## src/rtl/spdif_subframe_deframer_pkg.sv

```systemverilog
// Purpose : shared symbol encodings and framing constants for the S/PDIF subframe deframer.
// Latency : n/a (declarations only).
// Backpr. : n/a.
package spdif_subframe_deframer_pkg;

  // Symbol kinds delivered by the biphase/preamble decoder.
  localparam logic [1:0] SYM_DATA = 2'd0;
  localparam logic [1:0] SYM_B    = 2'd1;
  localparam logic [1:0] SYM_M    = 2'd2;
  localparam logic [1:0] SYM_W    = 2'd3;

  localparam int SUBFRAME_BITS    = 28;   // 24 audio + V + U + C + P
  localparam int FRAMES_PER_BLOCK = 192;  // channel-status block length
  localparam int BITCNT_W         = 5;
  localparam int FRAME_W          = 8;

  typedef enum logic {
    ST_HUNT    = 1'b0,
    ST_COLLECT = 1'b1
  } state_t;

endpackage

```

## src/rtl/spdif_cstat_collector.sv

```systemverilog
// Purpose : assembles the 192-bit channel-status block from channel-A C bits and publishes it.
// Latency : o_cstat/o_cstat_valid update 1 clk after i_copy; the bit written in the copy cycle is included.
// Backpr. : none; one write per cycle at most, accepted unconditionally.
// Ports   : i_clk/i_rst sync reset; i_wr_en/i_wr_idx/i_wr_bit write one shadow bit;
//           i_clear wipes the shadow (lock loss); i_copy publishes shadow to o_cstat, pulsing o_cstat_valid.
module spdif_cstat_collector
  import spdif_subframe_deframer_pkg::*;
(
  input  logic                        i_clk,
  input  logic                        i_rst,
  input  logic                        i_wr_en,
  input  logic [FRAME_W-1:0]          i_wr_idx,
  input  logic                        i_wr_bit,
  input  logic                        i_clear,
  input  logic                        i_copy,
  output logic [FRAMES_PER_BLOCK-1:0] o_cstat,
  output logic                        o_cstat_valid
);

  logic [FRAMES_PER_BLOCK-1:0] r_shadow;
  logic [FRAMES_PER_BLOCK-1:0] r_cstat;
  logic                        r_cstat_valid;
  logic [FRAMES_PER_BLOCK-1:0] w_shadow_next;

  // Clear has priority: a subframe that breaks lock must not leave its C bit behind.
  always_comb begin
    w_shadow_next = r_shadow;
    if (i_clear) begin
      w_shadow_next = '0;
    end else if (i_wr_en && (i_wr_idx <= FRAME_W'(FRAMES_PER_BLOCK - 1))) begin
      w_shadow_next[i_wr_idx] = i_wr_bit;
    end
  end

  always_ff @(posedge i_clk) begin
    if (i_rst) begin
      r_shadow      <= '0;
      r_cstat       <= '0;
      r_cstat_valid <= 1'b0;
    end else begin
      r_shadow      <= w_shadow_next;
      r_cstat_valid <= i_copy;
      // Copy the post-write view so frame 191's own C bit lands in the block.
      if (i_copy) begin
        r_cstat <= w_shadow_next;
      end
    end
  end

  assign o_cstat       = r_cstat;
  assign o_cstat_valid = r_cstat_valid;

endmodule

```

## src/rtl/spdif_subframe_deframer.sv

```systemverilog
// Purpose : turns decoded S/PDIF symbols into 24-bit L/R samples with parity, sequencing, lock and channel status.
// Latency : sample_* / lock / cstat_* registered, valid 1 clk after the 28th data bit of a subframe.
// Backpr. : none; a symbol is consumed on every i_sym_valid cycle, outputs are single-cycle pulses.
// Ports   : i_clk, i_rst (sync, active high); i_sym_valid/i_sym_kind/i_sym_bit symbol input;
//           o_sample_* sample word and side info; o_parity_err; o_lock; o_cstat/o_cstat_valid.
module spdif_subframe_deframer
  import spdif_subframe_deframer_pkg::*;
#(
  parameter int LOCK_COUNT = 4
) (
  input  logic                        i_clk,
  input  logic                        i_rst,
  input  logic                        i_sym_valid,
  input  logic [1:0]                  i_sym_kind,
  input  logic                        i_sym_bit,
  output logic                        o_sample_valid,
  output logic [23:0]                 o_sample_data,
  output logic                        o_sample_right,
  output logic                        o_sample_blk_start,
  output logic [2:0]                  o_sample_vuc,
  output logic                        o_parity_err,
  output logic                        o_lock,
  output logic [FRAMES_PER_BLOCK-1:0] o_cstat,
  output logic                        o_cstat_valid
);

  localparam int LOCK_W = $clog2(LOCK_COUNT + 1);
  localparam logic [FRAME_W-1:0] LAST_FRAME = FRAME_W'(FRAMES_PER_BLOCK - 1);

  state_t              r_state, w_state_next;
  logic [BITCNT_W-1:0] r_bitcnt;
  logic [26:0]         r_shift;
  logic                r_right;       // side of subframe being collected
  logic                r_blk;         // subframe being collected started with B
  logic                r_seq_err;     // its preamble broke the sequencing rules
  logic                r_seq_ok;      // previous subframe completed cleanly enough to check against
  logic                r_prev_right;  // side of last completed subframe
  logic [FRAME_W-1:0]  r_frame_cnt;
  logic [LOCK_W-1:0]   r_lock_cnt;
  logic                r_lock;

  logic                r_sample_valid;
  logic [23:0]         r_sample_data;
  logic                r_sample_right;
  logic                r_sample_blk_start;
  logic [2:0]          r_sample_vuc;
  logic                r_parity_err;

  logic                w_is_pre, w_is_data, w_done, w_trunc;
  logic [27:0]         w_full;
  logic                w_perr, w_err, w_seq_err, w_lock_next;
  logic [FRAME_W-1:0]  w_frame_next;
  logic [LOCK_W-1:0]   w_lock_cnt_next;

  assign w_is_pre  = i_sym_valid && (i_sym_kind != SYM_DATA);
  assign w_is_data = i_sym_valid && (i_sym_kind == SYM_DATA);
  assign w_done    = (r_state == ST_COLLECT) && w_is_data
                     && (r_bitcnt == BITCNT_W'(SUBFRAME_BITS - 1));
  assign w_trunc   = (r_state == ST_COLLECT) && w_is_pre;
  assign w_full    = {i_sym_bit, r_shift};
  assign w_perr    = ^w_full;
  assign w_err     = w_perr || r_seq_err;

  // Preamble checks only apply when the previous subframe ended normally; a B closes a
  // block only from frame 191, an M may never push the frame index to 192.
  always_comb begin
    w_seq_err = 1'b0;
    if (r_seq_ok && (r_state == ST_HUNT) && w_is_pre) begin
      if (i_sym_kind == SYM_W) begin
        w_seq_err = r_prev_right;
      end else if (i_sym_kind == SYM_B) begin
        w_seq_err = !r_prev_right || (r_frame_cnt != LAST_FRAME);
      end else begin
        w_seq_err = !r_prev_right || (r_frame_cnt == LAST_FRAME);
      end
    end
  end

  always_comb begin
    w_frame_next = r_frame_cnt;
    if (w_is_pre) begin
      if (i_sym_kind == SYM_B) begin
        w_frame_next = '0;
      end else if (i_sym_kind == SYM_M) begin
        w_frame_next = (r_frame_cnt == LAST_FRAME) ? '0 : r_frame_cnt + FRAME_W'(1);
      end
    end
  end

  always_comb begin
    w_lock_cnt_next = r_lock_cnt;
    if (w_trunc) begin
      w_lock_cnt_next = '0;
    end else if (w_done) begin
      if (w_err) begin
        w_lock_cnt_next = '0;
      end else if (r_lock_cnt != LOCK_W'(LOCK_COUNT)) begin
        w_lock_cnt_next = r_lock_cnt + LOCK_W'(1);
      end
    end
  end
  assign w_lock_next = (w_lock_cnt_next == LOCK_W'(LOCK_COUNT));

  always_ff @(posedge i_clk) begin
    if (i_rst) begin
      r_state <= ST_HUNT;
    end else begin
      r_state <= w_state_next;
    end
  end

  always_comb begin
    w_state_next = r_state;
    case (r_state)
      ST_HUNT:    if (w_is_pre) w_state_next = ST_COLLECT;
      ST_COLLECT: if (w_done)   w_state_next = ST_HUNT;
      default:    w_state_next = ST_HUNT;
    endcase
  end

  always_ff @(posedge i_clk) begin
    if (i_rst) begin
      r_bitcnt           <= '0;
      r_shift            <= '0;
      r_right            <= 1'b0;
      r_blk              <= 1'b0;
      r_seq_err          <= 1'b0;
      r_seq_ok           <= 1'b0;
      r_prev_right       <= 1'b0;
      r_frame_cnt        <= '0;
      r_lock_cnt         <= '0;
      r_lock             <= 1'b0;
      r_sample_valid     <= 1'b0;
      r_sample_data      <= '0;
      r_sample_right     <= 1'b0;
      r_sample_blk_start <= 1'b0;
      r_sample_vuc       <= '0;
      r_parity_err       <= 1'b0;
    end else begin
      r_sample_valid <= w_done;
      r_lock_cnt     <= w_lock_cnt_next;
      r_lock         <= w_lock_next;
      r_frame_cnt    <= w_frame_next;

      if (w_is_pre) begin
        r_bitcnt  <= '0;
        r_right   <= (i_sym_kind == SYM_W);
        r_blk     <= (i_sym_kind == SYM_B);
        r_seq_err <= w_seq_err;
      end
      // The preamble that cut a subframe short has nothing to be checked against.
      if (w_trunc) begin
        r_seq_ok <= 1'b0;
      end

      if ((r_state == ST_COLLECT) && w_is_data && !w_done) begin
        r_shift[r_bitcnt] <= i_sym_bit;
        r_bitcnt          <= r_bitcnt + BITCNT_W'(1);
      end

      if (w_done) begin
        r_sample_data      <= w_full[23:0];
        r_sample_right     <= r_right;
        r_sample_blk_start <= r_blk;
        r_sample_vuc       <= {w_full[24], w_full[25], w_full[26]};
        r_parity_err       <= w_perr;
        r_prev_right       <= r_right;
        // After a sequencing error the next preamble starts a fresh reference.
        r_seq_ok           <= !r_seq_err;
      end
    end
  end

  spdif_cstat_collector u_cstat (
    .i_clk         (i_clk),
    .i_rst         (i_rst),
    .i_wr_en       (w_done && !r_right),
    .i_wr_idx      (r_frame_cnt),
    .i_wr_bit      (w_full[26]),
    .i_clear       (w_trunc || (w_done && w_err)),
    .i_copy        (w_done && !r_right && (r_frame_cnt == LAST_FRAME) && w_lock_next),
    .o_cstat       (o_cstat),
    .o_cstat_valid (o_cstat_valid)
  );

  assign o_sample_valid     = r_sample_valid;
  assign o_sample_data      = r_sample_data;
  assign o_sample_right     = r_sample_right;
  assign o_sample_blk_start = r_sample_blk_start;
  assign o_sample_vuc       = r_sample_vuc;
  assign o_parity_err       = r_parity_err;
  assign o_lock             = r_lock;

endmodule

```

## config.mk

```make
export PLATFORM = sky130hd
export DESIGN_NAME = spdif_subframe_deframer
export DESIGN_NICKNAME = d
export VERILOG_FILES = /design/src/rtl/spdif_subframe_deframer_pkg.sv /design/src/rtl/spdif_cstat_collector.sv /design/src/rtl/spdif_subframe_deframer.sv
export SDC_FILE = /design/constraint.sdc
export NUM_CORES = 1
export LEC_CHECK = 0
export CAP_MARGIN = 10
export CORE_MARGIN = 4
export CORE_UTILIZATION = 36
export CTS_CLUSTER_DIAMETER = 40
export DETAILED_ROUTE_END_ITERATION = 10
export SETUP_SLACK_MARGIN = 0.4
export SLEW_MARGIN = 30
export SYNTH_ARGS = -nofsm -noshare
export SYNTH_HDL_FRONTEND = slang
export SYNTH_SLANG_ARGS = --single-unit
```

## constraint.sdc

```tcl
create_clock -name i_clk -period 5.98 [get_ports i_clk]
set_input_delay 1.196 -clock i_clk [delete_from_list [all_inputs] [get_ports i_clk]]
set_output_delay 1.196 -clock i_clk [all_outputs]
set_load 0.03 [all_outputs]
```

# --- After elaboration in Yosys (flattened, before gate mapping) ---
# Cells that the tools add are included.
op_classes:
  muxes: 25
  addsub: 3
  eq_ne: 8
  order_cmp: 5
  reduce_logical: 30
  bitwise_logic: 1
op_table:
  columns: ["operator", "count"]
  rows:
  - ["$mux W192", 2]
  - ["$bwmux W192", 1]
  - ["$reduce_xor A28 Y1", 1]
  - ["$bwmux W27", 1]
  - ["$mux W8", 3]
  - ["$logic_and A1 B1 Y1", 15]
  - ["$mux W3", 4]
  - ["$mux W5", 2]
  - ["$lt A8 B9 Y1 const B", 1]
  - ["$mux W1", 9]
  - ["$add A8 B1 Y8 const B", 1]
  - ["$demux W1 S8", 1]
  - ["$eq A8 B8 Y1 const B", 1]
  - ["$ge A8 B1 Y1 const B", 1]
  - ["$le A8 B8 Y1 const B", 1]
  - ["$ne A8 B8 Y1 const B", 1]
  - ["$reduce_bool A2 Y1", 4]
  - ["$lt A5 B6 Y1 const B", 1]
  - ["$add A5 B1 Y5 const B", 1]
  - ["$demux W1 S5", 1]
  - ["$eq A5 B5 Y1 const B", 1]
  - ["$ge A5 B1 Y1 const B", 1]
  - ["$eq A2 B2 Y1 const B", 2]
  - ["$logic_not A1 Y1", 4]
  - ["9 further kinds", 12]
word_totals:
  ff_bits: 465
  output_inout_bits: 225
  input_bits: 6
  wordCells: 91

# --- Depth between registers and ports, before layout ---
# Gate-level depths: netlist of the first run.
logic_depth:
  word_depth: 8
  ltp_mapped: 12
  ltp_nobuf: 8

# --- Modules after synthesis ---
# A second synthesis of the first run with hierarchy kept.
hier_totals:
  hier_cells: 2608
  hier_area_um2: 21824.7
modules_own_cells:
  columns: ["mod", "seq_area_each_um2", "cells_per_inst", "instances", "area_per_inst_um2"]
  rows:
  - ["spdif_cstat_collector", 7707.4, 2146, 1, 18172.4]
  - ["spdif_subframe_deframer", 1601.5, 462, 1, 3652.3]

# --- Least setup slack after synthesis of the first run ---
# Ideal clock, no wire load.
synth_path:
  path_type: "input -> register"
  startpoint: "in i_sym_kind[1]"
  endpoint: "reg u_cstat.r_cstat[100], in the netlist u_cstat.o_cstat[100]"
  t_arrival_ps: 3401
  stages: 12
  n_path_buf: 4
  setup_ps: 123
  setup_slack_ps: 2456
  cell_sequence: "inv_1 -> ha_1 -> and3_1 -> buf_2 -> o2111ai_1 -> a221oi_1 -> nand3_4 -> nor2_2 -> buf_4 -> buf_6 -> buf_6 -> mux2_1"
synth_via:
  elab_chain_len: 8
  elab_cells_between_ends: 18
synth_lines:
  columns: ["element", "line_no", "source"]
  rows:
  - ["start: declaration", "spdif_subframe_deframer.sv:14", "input logic [1:0] i_sym_kind,"]
  - ["$logic_not A2 Y1", "spdif_subframe_deframer.sv:56", "assign w_is_data = i_sym_valid && (i_sym_kind == SYM_DATA);"]
  - ["$logic_and A1 B1 Y1", "spdif_subframe_deframer.sv:56", null]
  - ["$logic_and A1 B1 Y1", "spdif_subframe_deframer.sv:57", "assign w_done = (r_state == ST_COLLECT) && w_is_data"]
  - ["$logic_and A1 B1 Y1", "spdif_subframe_deframer.sv:58", "&& (r_bitcnt == BITCNT_W'(SUBFRAME_BITS - 1));"]
  - ["$mux W3 / $logic_and A1 B1 Y1 (equally long branches)", "spdif_subframe_deframer.sv:94, spdif_subframe_deframer.sv:177, spdif_subframe_deframer.sv:181", null]
  - ["$mux W3 / $logic_and A1 B1 Y1 (equally long branches)", "spdif_subframe_deframer.sv:92, spdif_cstat_collector.sv:30", null]
  - ["$eq A3 B3 Y1 / $mux W192 (equally long branches)", "spdif_subframe_deframer.sv:102, spdif_cstat_collector.sv:30", null]
  - ["$logic_and A1 B1 Y1 / $mux W192 (equally long branches)", "spdif_subframe_deframer.sv:181, spdif_cstat_collector.sv:28", null]
  - ["end signal: assignment", "spdif_cstat_collector.sv:45", "r_cstat <= w_shadow_next;"]
  - ["end: declaration", "spdif_cstat_collector.sv:21", "logic [FRAMES_PER_BLOCK-1:0] r_cstat;"]
# Parallel ways exist; a longest one is shown, timed or not.
# A chain may end at the register's enable or synchronous reset.

# --- Worst setup path in the final report of the first run ---
layout_path:
  startpoint: "in i_sym_kind[0]"
  endpoint: "reg u_cstat.r_cstat[21], in the netlist u_cstat.o_cstat[21]"
# The elaborated chain is that of the path after synthesis.

==> run_results.csv, run 1 <==
group,metric,value,unit
status,outcome,"complete, no violations",
min_path,timing.hold.worst.class,"reg2reg",
detailed_routing,totalWireLength,63670,µm
pwr,p_seq_frac,0.409,
placement,port_buffers,230,
detailed_routing,vias_per_cell,5.373,
placement,dp.cells,3053,
clock_tree,cts.path.max_buffers,3,
die,core,55310,µm²
timing,setup_total_negative_slack,0,ns
cells_and_area,post_route_cells_drive_above_1_share,0.07321,
synthesis,edff_count_synth,0,
die,floorplan.initialDensity,0.3646,
die,chip_width,244.7,µm
detailed_routing,route.detailed.wl_per_inst,19.94,µm
global_route,initial_antenna_violation_count,0,
cells_and_area,post_layout_nonfiller_instances,3193,
detailed_routing,remaining_drc_errors,0,
clock_tree,numCtsBuffers,74,
worst_setup_path,critical_path_rt,6.45,ns
cells_and_area,final_common_cell,"sky130_fd_sc_hd__dfxtp_1",
clock_tree,cts_tree,"built",
synthesis,ys_seq_elements,465,
timing,fin_worst_skew,0.03296,ns
clock_tree,cts_setup_buffers,0,
detailed_routing,first_pass_detailed_route_iteration_total,5,
timing,layout_setup_ws,1.803,ns
timing,finalHoldViolCount,0,
clock_tree,clk_pin_slew,0.05,ns
detailed_routing,route.vias.total,17155,
synthesis,postSynth.topFlopCell,"sky130_fd_sc_hd__dfxtp_1",
clock_tree,tritoncts_num_sinks,465,
timing,final_period_util,0.6985,
timing,timing_worst_slew_pin_value,0.9212,ns
worst_setup_path,worstSetupPathType,"in2reg",
cells_and_area,design.final.nets,2402,
pwr,internal_power,5.754,mW
job,cap_violations,0,
synthesis,syn-cell-area,20160,µm²
clock_tree,cts_hold_repair.buffers,0,
synthesis,netlist_instances,2279,
cells_and_area,n_antenna_cell,0,
timing,report.final.slew_viol_count,0,
synthesis,yosysWarningCount,0,
detailed_routing,dr.first_iter.drc_count,1574,
worst_setup_path,cp_data_arrival_time,4.64,ns
timing,maxSlewHeadroom,0.3859,
cells_and_area,most-common-layout-cells,"464 x sky130_fd_sc_hd__dfxtp_1, 229 x sky130_fd_sc_hd__clkdlybuf4s50_1, 203 x sky130_fd_sc_hd__nand2_1",
global_route,grt_first_pass_wirelength,98130,µm
pwr,combPwrFrac,0.023,
clock_tree,cts_resized,0,
global_route,grt_usage,0.2054,
min_path,number_of_cells_on_the_worst_hold_path,2,
synthesis,yosysUniqueCellTypes,54,
pwr,p_leak,8.861,nW
synthesis,synth_area_per_cell,8.847,µm²
synthesis,synth.net_count,2298,
timing,max_freq,239.4,MHz
worst_setup_path,worstSetupEndpointType,"flop",
pwr,power_density,299.6,nW/µm²
clock_tree,worstSkewPairLatency,0.63,ns
global_route,grt_overflow_total,0,
timing,finalCriticalPeriod,4.177,ns
synthesis,synth-seq-area-share,0.4617,
cells_and_area,area_growth_syn_to_layout,25.77,%
pwr,pwr-share-clk,0.568,
die,dieArea,59860,µm²
worst_setup_path,rr_worst_depth,8,
placement,hpwlAfterDp,38900,µm
clock_tree,clk_root_buffer_cell,"sky130_fd_sc_hd__clkbuf_16",
synthesis,synthArstFlopShare,0,
timing,setup_repair_after_global_routing_missed_its_margin,"no",
timing,finalSetupViolCount,0,
die,boundaryPins,231,
worst_setup_path,worstPathMaxFanout,39,
detailed_routing,drt.antenna.violating_nets,0,
die,die-height,244.7,µm
clock_tree,cts.htree.levels,3,
global_route,grt_max_degree,180,
cells_and_area,layout.core_utilization,0.4585,
placement,routabilityCongestion,0.8338,
pwr,max-vdd-ir-drop,0.1879,mV
global_route,first_global_vias,16691,
worst_setup_path,startpoint_type,"primary input",
die,num_rows,86,
pwr,sw_frac_of_total,0.2426,
pwr,net-switching-power,1.844,mW
placement,detailedPlace.worstSlack,1.204,ns
## metrics by stage
step	hold WS, ns	cell area (µm²)	power, mW
finish	0.4522	25360	7.598
global route	0.4745	25360	7.819
CTS	0.4545	25300	7.660
detailed placement	0.4480	22770	3.341
global placement	0.4449	22740	3.335
floorplan	0.4313	20160	3.291
## power groups by stage
| stage | combinational [mW] | clock (mW) | sequential, mW |
|---|---|---|---|
| after floorplan | 0.121 | 0 | 3.17 |
| after global placement | 0.165 | 0 | 3.17 |
| after detailed placement | 0.170 | 0 | 3.17 |
| after CTS | 0.170 | 4.39 | 3.10 |
| after global routing | 0.186 | 4.53 | 3.10 |
| final | 0.175 | 4.32 | 3.10 |
## layout make-up
cell class / instances / area [µm²]
fill: 5322 / 29950
timing repair buffer: 258 / 2685
sequential: 465 / 9313
inverter: 11 / 41.29
clock buffer: 81 / 1908
multi-input combinational: 1573 / 9852
tap: 748 / 935.9
clock inverter: 57 / 624.3
## worst max-delay path, stage by stage
cell                              delay, ns
sky130_fd_sc_hd__clkdlybuf4s50_1       0.47
sky130_fd_sc_hd__inv_1                 0.09
sky130_fd_sc_hd__ha_1                  0.31
sky130_fd_sc_hd__nand3_1               0.39
sky130_fd_sc_hd__nor4_4                0.35
sky130_fd_sc_hd__buf_4                 0.28
sky130_fd_sc_hd__and2_4                0.20
sky130_fd_sc_hd__nand3_4               0.09
sky130_fd_sc_hd__nor2_4                0.57
sky130_fd_sc_hd__buf_4                 0.50
sky130_fd_sc_hd__o21ai_0               0.16
## registers in the layout, indices dropped and copies added, names as in the netlist
name	cells
o_lock	1
o_parity_err	1
o_sample_blk_start	1
o_sample_data	24
o_sample_right	1
o_sample_valid	1
o_sample_vuc	3
r_bitcnt	5
r_blk	1
r_frame_cnt	8
r_lock_cnt	3
r_right	1
r_seq_err	1
r_seq_ok	1
r_shift	27
r_state	1
u_cstat.o_cstat	192
u_cstat.o_cstat_valid	1
u_cstat.r_shadow	192
## metal layers
layer	global-route usage	share of wire
met1	0.2902	0.47
met2	0.3126	0.44
met3	0.03605	0.057
met4	0.08122	0.033
met5	0	0
## kinds of logic after synthesis
logic type | Yosys count | share of synthesized area
AOI/OAI and AO/OA | 432 | 0.1194
DFF | 465 | 0.4617
buffers and inverters | 241 | 0.05101
and+or+nand+nor | 897 | 0.2394
muxes | 198 | 0.1033
xor gates and xnor gates | 33 | 0.01719
adders and majority gates | 13 | 0.008067
## worst paths after layout
kind / from / endpoint / slack (ns)
max: i_sym_kind[0] / u_cstat.o_cstat[21] / 1.80
min: o_sample_data[8] / o_sample_data[8] / 0.45
max reg2reg: r_bitcnt[0] / u_cstat.o_cstat[21] / 2.61
min reg2reg: o_sample_data[8] / o_sample_data[8] / 0.45
## cells in the mapped netlist (all sizes together) (3+ instances only)
master  count  area share
dfxtp     465        0.46
nand2     203       0.038
o21ai     193       0.048
clkbuf    188       0.035
a21oi     146       0.036
nor3      125       0.031
mux2i     118       0.059
nand2b    115       0.036
or4       113       0.042
nand3     112       0.028
nor2       87       0.016
nor2b      87       0.027
a211oi     82       0.031
mux2       80       0.045
buf        42       0.014
xnor2      27       0.012
and2       16      0.0051
ha         13      0.0081
inv        11      0.0020
and3        9      0.0028
nand4       5      0.0016
nor3b       5      0.0019
and3b       3      0.0013
and4        3      0.0013
nor4        3      0.0017
nor4bb      3      0.0015
xor2        3      0.0013
No activity file was read; power rests on OpenSTA's default activity.
==> run 2, diff against run 1 <==
Clock period 5.98 ns to 3.65 ns, I/O delays scaled along.
==> run 2 against run 1 <==
Net effect: power is 71% higher; clock power is 76% higher; non-clock buffer count is 36 higher; worst hold slack worse by 0.0029 ns; critical path depth stayed put; flip-flop and latch count stayed put; die area stayed put; setup slack worse by 1.2 ns; global-route usage is 0.46 points higher; cell count is 1.2% higher; critical path type unchanged.
==> run_results.csv, run 2 (same netlist as run 1, synthesis figures left out) <==
group,metric,value,unit
timing,timing_worst_slew_pin_value,1.099,ns
placement,dp.cells,3091,
clock_tree,cts_resized,0,
die,num_rows,86,
clock_tree,cts.path.max_buffers,3,
global_route,initial_antenna_violation_count,1,
cells_and_area,fillCellCount,5226,
global_route,grt_max_degree,195,
cells_and_area,post_route_cells_drive_above_1_share,0.08780,
clock_tree,numCtsBuffers,76,
cells_and_area,final_common_cell,"sky130_fd_sc_hd__dfxtp_1",
detailed_routing,dr.first_iter.drc_count,1334,
global_route,grt_overflow_total,0,
timing,final_period_util,0.8468,
worst_setup_path,critical-path-max-stage-delay,0.58,ns
clock_tree,worstSkewPairLatency,0.61,ns
clock_tree,cts_hold_repair.buffers,0,
timing,finalSetupViolCount,0,
detailed_routing,route.detailed.wl_per_inst,20.16,µm
worst_setup_path,worstSetupPathType,"in2reg",
cells_and_area,post_layout_nonfiller_instances,3231,
status,outcome,"complete, no violations",
worst_setup_path,worstPathCellList,"clkdlybuf4s50_1, inv_1, ha_1, and3_1, o2111ai_1, a221oi_1, buf_4, nand3_4, buf_12, or4_1, o21ai_1",
detailed_routing,totalWireLength,65150,µm
clock_tree,clk_root_buffer_cell,"sky130_fd_sc_hd__clkbuf_16",
timing,max_freq,323.5,MHz
global_route,first_global_vias,16880,
worst_setup_path,worstReg2RegStart,"r_bitcnt[0]",
detailed_routing,vias_per_cell,5.344,
clock_tree,cts.htree.levels,3,
timing,maxSlewHeadroom,0.2676,
detailed_routing,drt.antenna.violating_nets,0,
pwr,power.total,13.01,mW
cells_and_area,finish.instance_area,25900,µm²
worst_setup_path,worstSetupEndpoint,"u_cstat.o_cstat[169]",
die,core,55310,µm²
die,dieArea,59860,µm²
pwr,max-vdd-ir-drop,0.3171,mV
min_path,timing.hold.worst.class,"reg2reg",
pwr,p_leak,9.147,nW
cells_and_area,most-common-layout-cells,"464 x sky130_fd_sc_hd__dfxtp_1, 229 x sky130_fd_sc_hd__clkdlybuf4s50_1, 201 x sky130_fd_sc_hd__nand2_1",
pwr,power_density,502.3,nW/µm²
die,die-height,244.7,µm
die,chip_width,244.7,µm
worst_setup_path,crit-reg2reg-capture,"u_cstat.o_cstat[169]",
die,floorplan.initialDensity,0.3646,
placement,place_area,23170,µm²
job,cap_violations,0,
worst_setup_path,startpoint,"i_sym_kind[0]",
timing,report.final.slew_viol_count,0,
clock_tree,tritoncts_num_sinks,465,
worst_setup_path,startpoint_type,"primary input",
placement,routabilityCongestion,0.8383,
timing,layout_setup_ws,0.5592,ns
min_path,timing.hold.worst.start,"o_sample_data[8]",
worst_setup_path,worstSetupEndpointType,"flop",
worst_setup_path,cp_data_arrival_time,3.62,ns
timing,setup_repair_after_global_routing_missed_its_margin,"no",
timing,fin_worst_skew,0.02086,ns
cells_and_area,design.final.nets,2440,
global_route,grt_first_pass_wirelength,100300,µm
clock_tree,cts_tree,"built",
timing,whs,0.4493,ns
placement,port_buffers,230,
timing,finalCriticalPeriod,3.091,ns
cells_and_area,area_growth_syn_to_layout,28.43,%
detailed_routing,first_pass_detailed_route_iteration_total,5,
timing,finalHoldViolCount,0,
cells_and_area,layout.core_utilization,0.4682,
timing,setup_total_negative_slack,0,ns
detailed_routing,route.vias.total,17266,
placement,detailedPlace.worstSlack,-0.03110,ns
worst_setup_path,critical_path_rt,4.18,ns
clock_tree,clk_pin_slew,0.05,ns
worst_setup_path,cpMaxStageDelayCell,"sky130_fd_sc_hd__or4_1",
die,boundaryPins,231,
worst_setup_path,reg2reg_setup_slack,0.60,ns
detailed_routing,remaining_drc_errors,0,
worst_setup_path,rr_worst_depth,9,
clock_tree,cts_setup_buffers,0,
worst_setup_path,worstPathMaxFanout,112,
cells_and_area,n_antenna_cell,0,
global_route,grt_usage,0.2100,
placement,hpwlAfterDp,39940,µm
run 2: cell types whose count changed in the layout (fill, tap and decap cells not counted), sizes merged:
| cell | before | now |
|---|---|---|
| bufinv | 5 | 11 |
| inv | 31 | 25 |
| clkbuf | 81 | 90 |
| buf | 29 | 65 |
| clkinv | 25 | 17 |
| clkinvlp | 7 | 8 |
run 2: metal layers:
metal / up-vias / wire length, µm / global-route usage
met1: 8161 / 29220 / 0.2828
li1: 8357 / - / -
met2: 594 / 28520 / 0.3201
met3: 152 / 4654 / 0.04981
met4: 2 / 2741 / 0.09616
met5: - / 13 / 0
run 2: report_power, final:
| group | switching, mW | internal, mW |
|---|---|---|
| combinational | 0.228 | 0.0788 |
| sequential | 0.00524 | 5.08 |
| clock | 2.71 | 4.90 |
| total | 2.95 | 10.1 |
run 2: worst min path at each step:
stage,end,slack [ns],cells after the start
after floorplan,o_sample_blk_start,0.43,2
after global placement,o_sample_blk_start,0.44,2
after detailed placement,o_sample_blk_start,0.44,2
after CTS,o_sample_blk_start,0.45,2
after global routing,o_sample_data[6],0.47,2
final,o_sample_data[8],0.45,2
run 2: final cells by class:
class	count	area, µm²	area share
inverter	11	41.29	0.001594
clock buffer	90	2068	0.07987
clock inverter	50	654.4	0.02527
timing repair buffer	294	3025	0.1168
sequential	465	9313	0.3596
multi-input combinational	1573	9858	0.3807
tap	748	935.9	0.03614
run 2: critical path, delay by kind of cell:
| kind | cells | cell delay [ns] |
|---|---|---|
| adder cells (fa/ha/maj) | 1 | 0.23 |
| buffers and inverters | 4 | 0.97 |
| AND/OR/NAND/NOR | 3 | 0.94 |
| AO/OA/AOI/OAI | 3 | 0.63 |
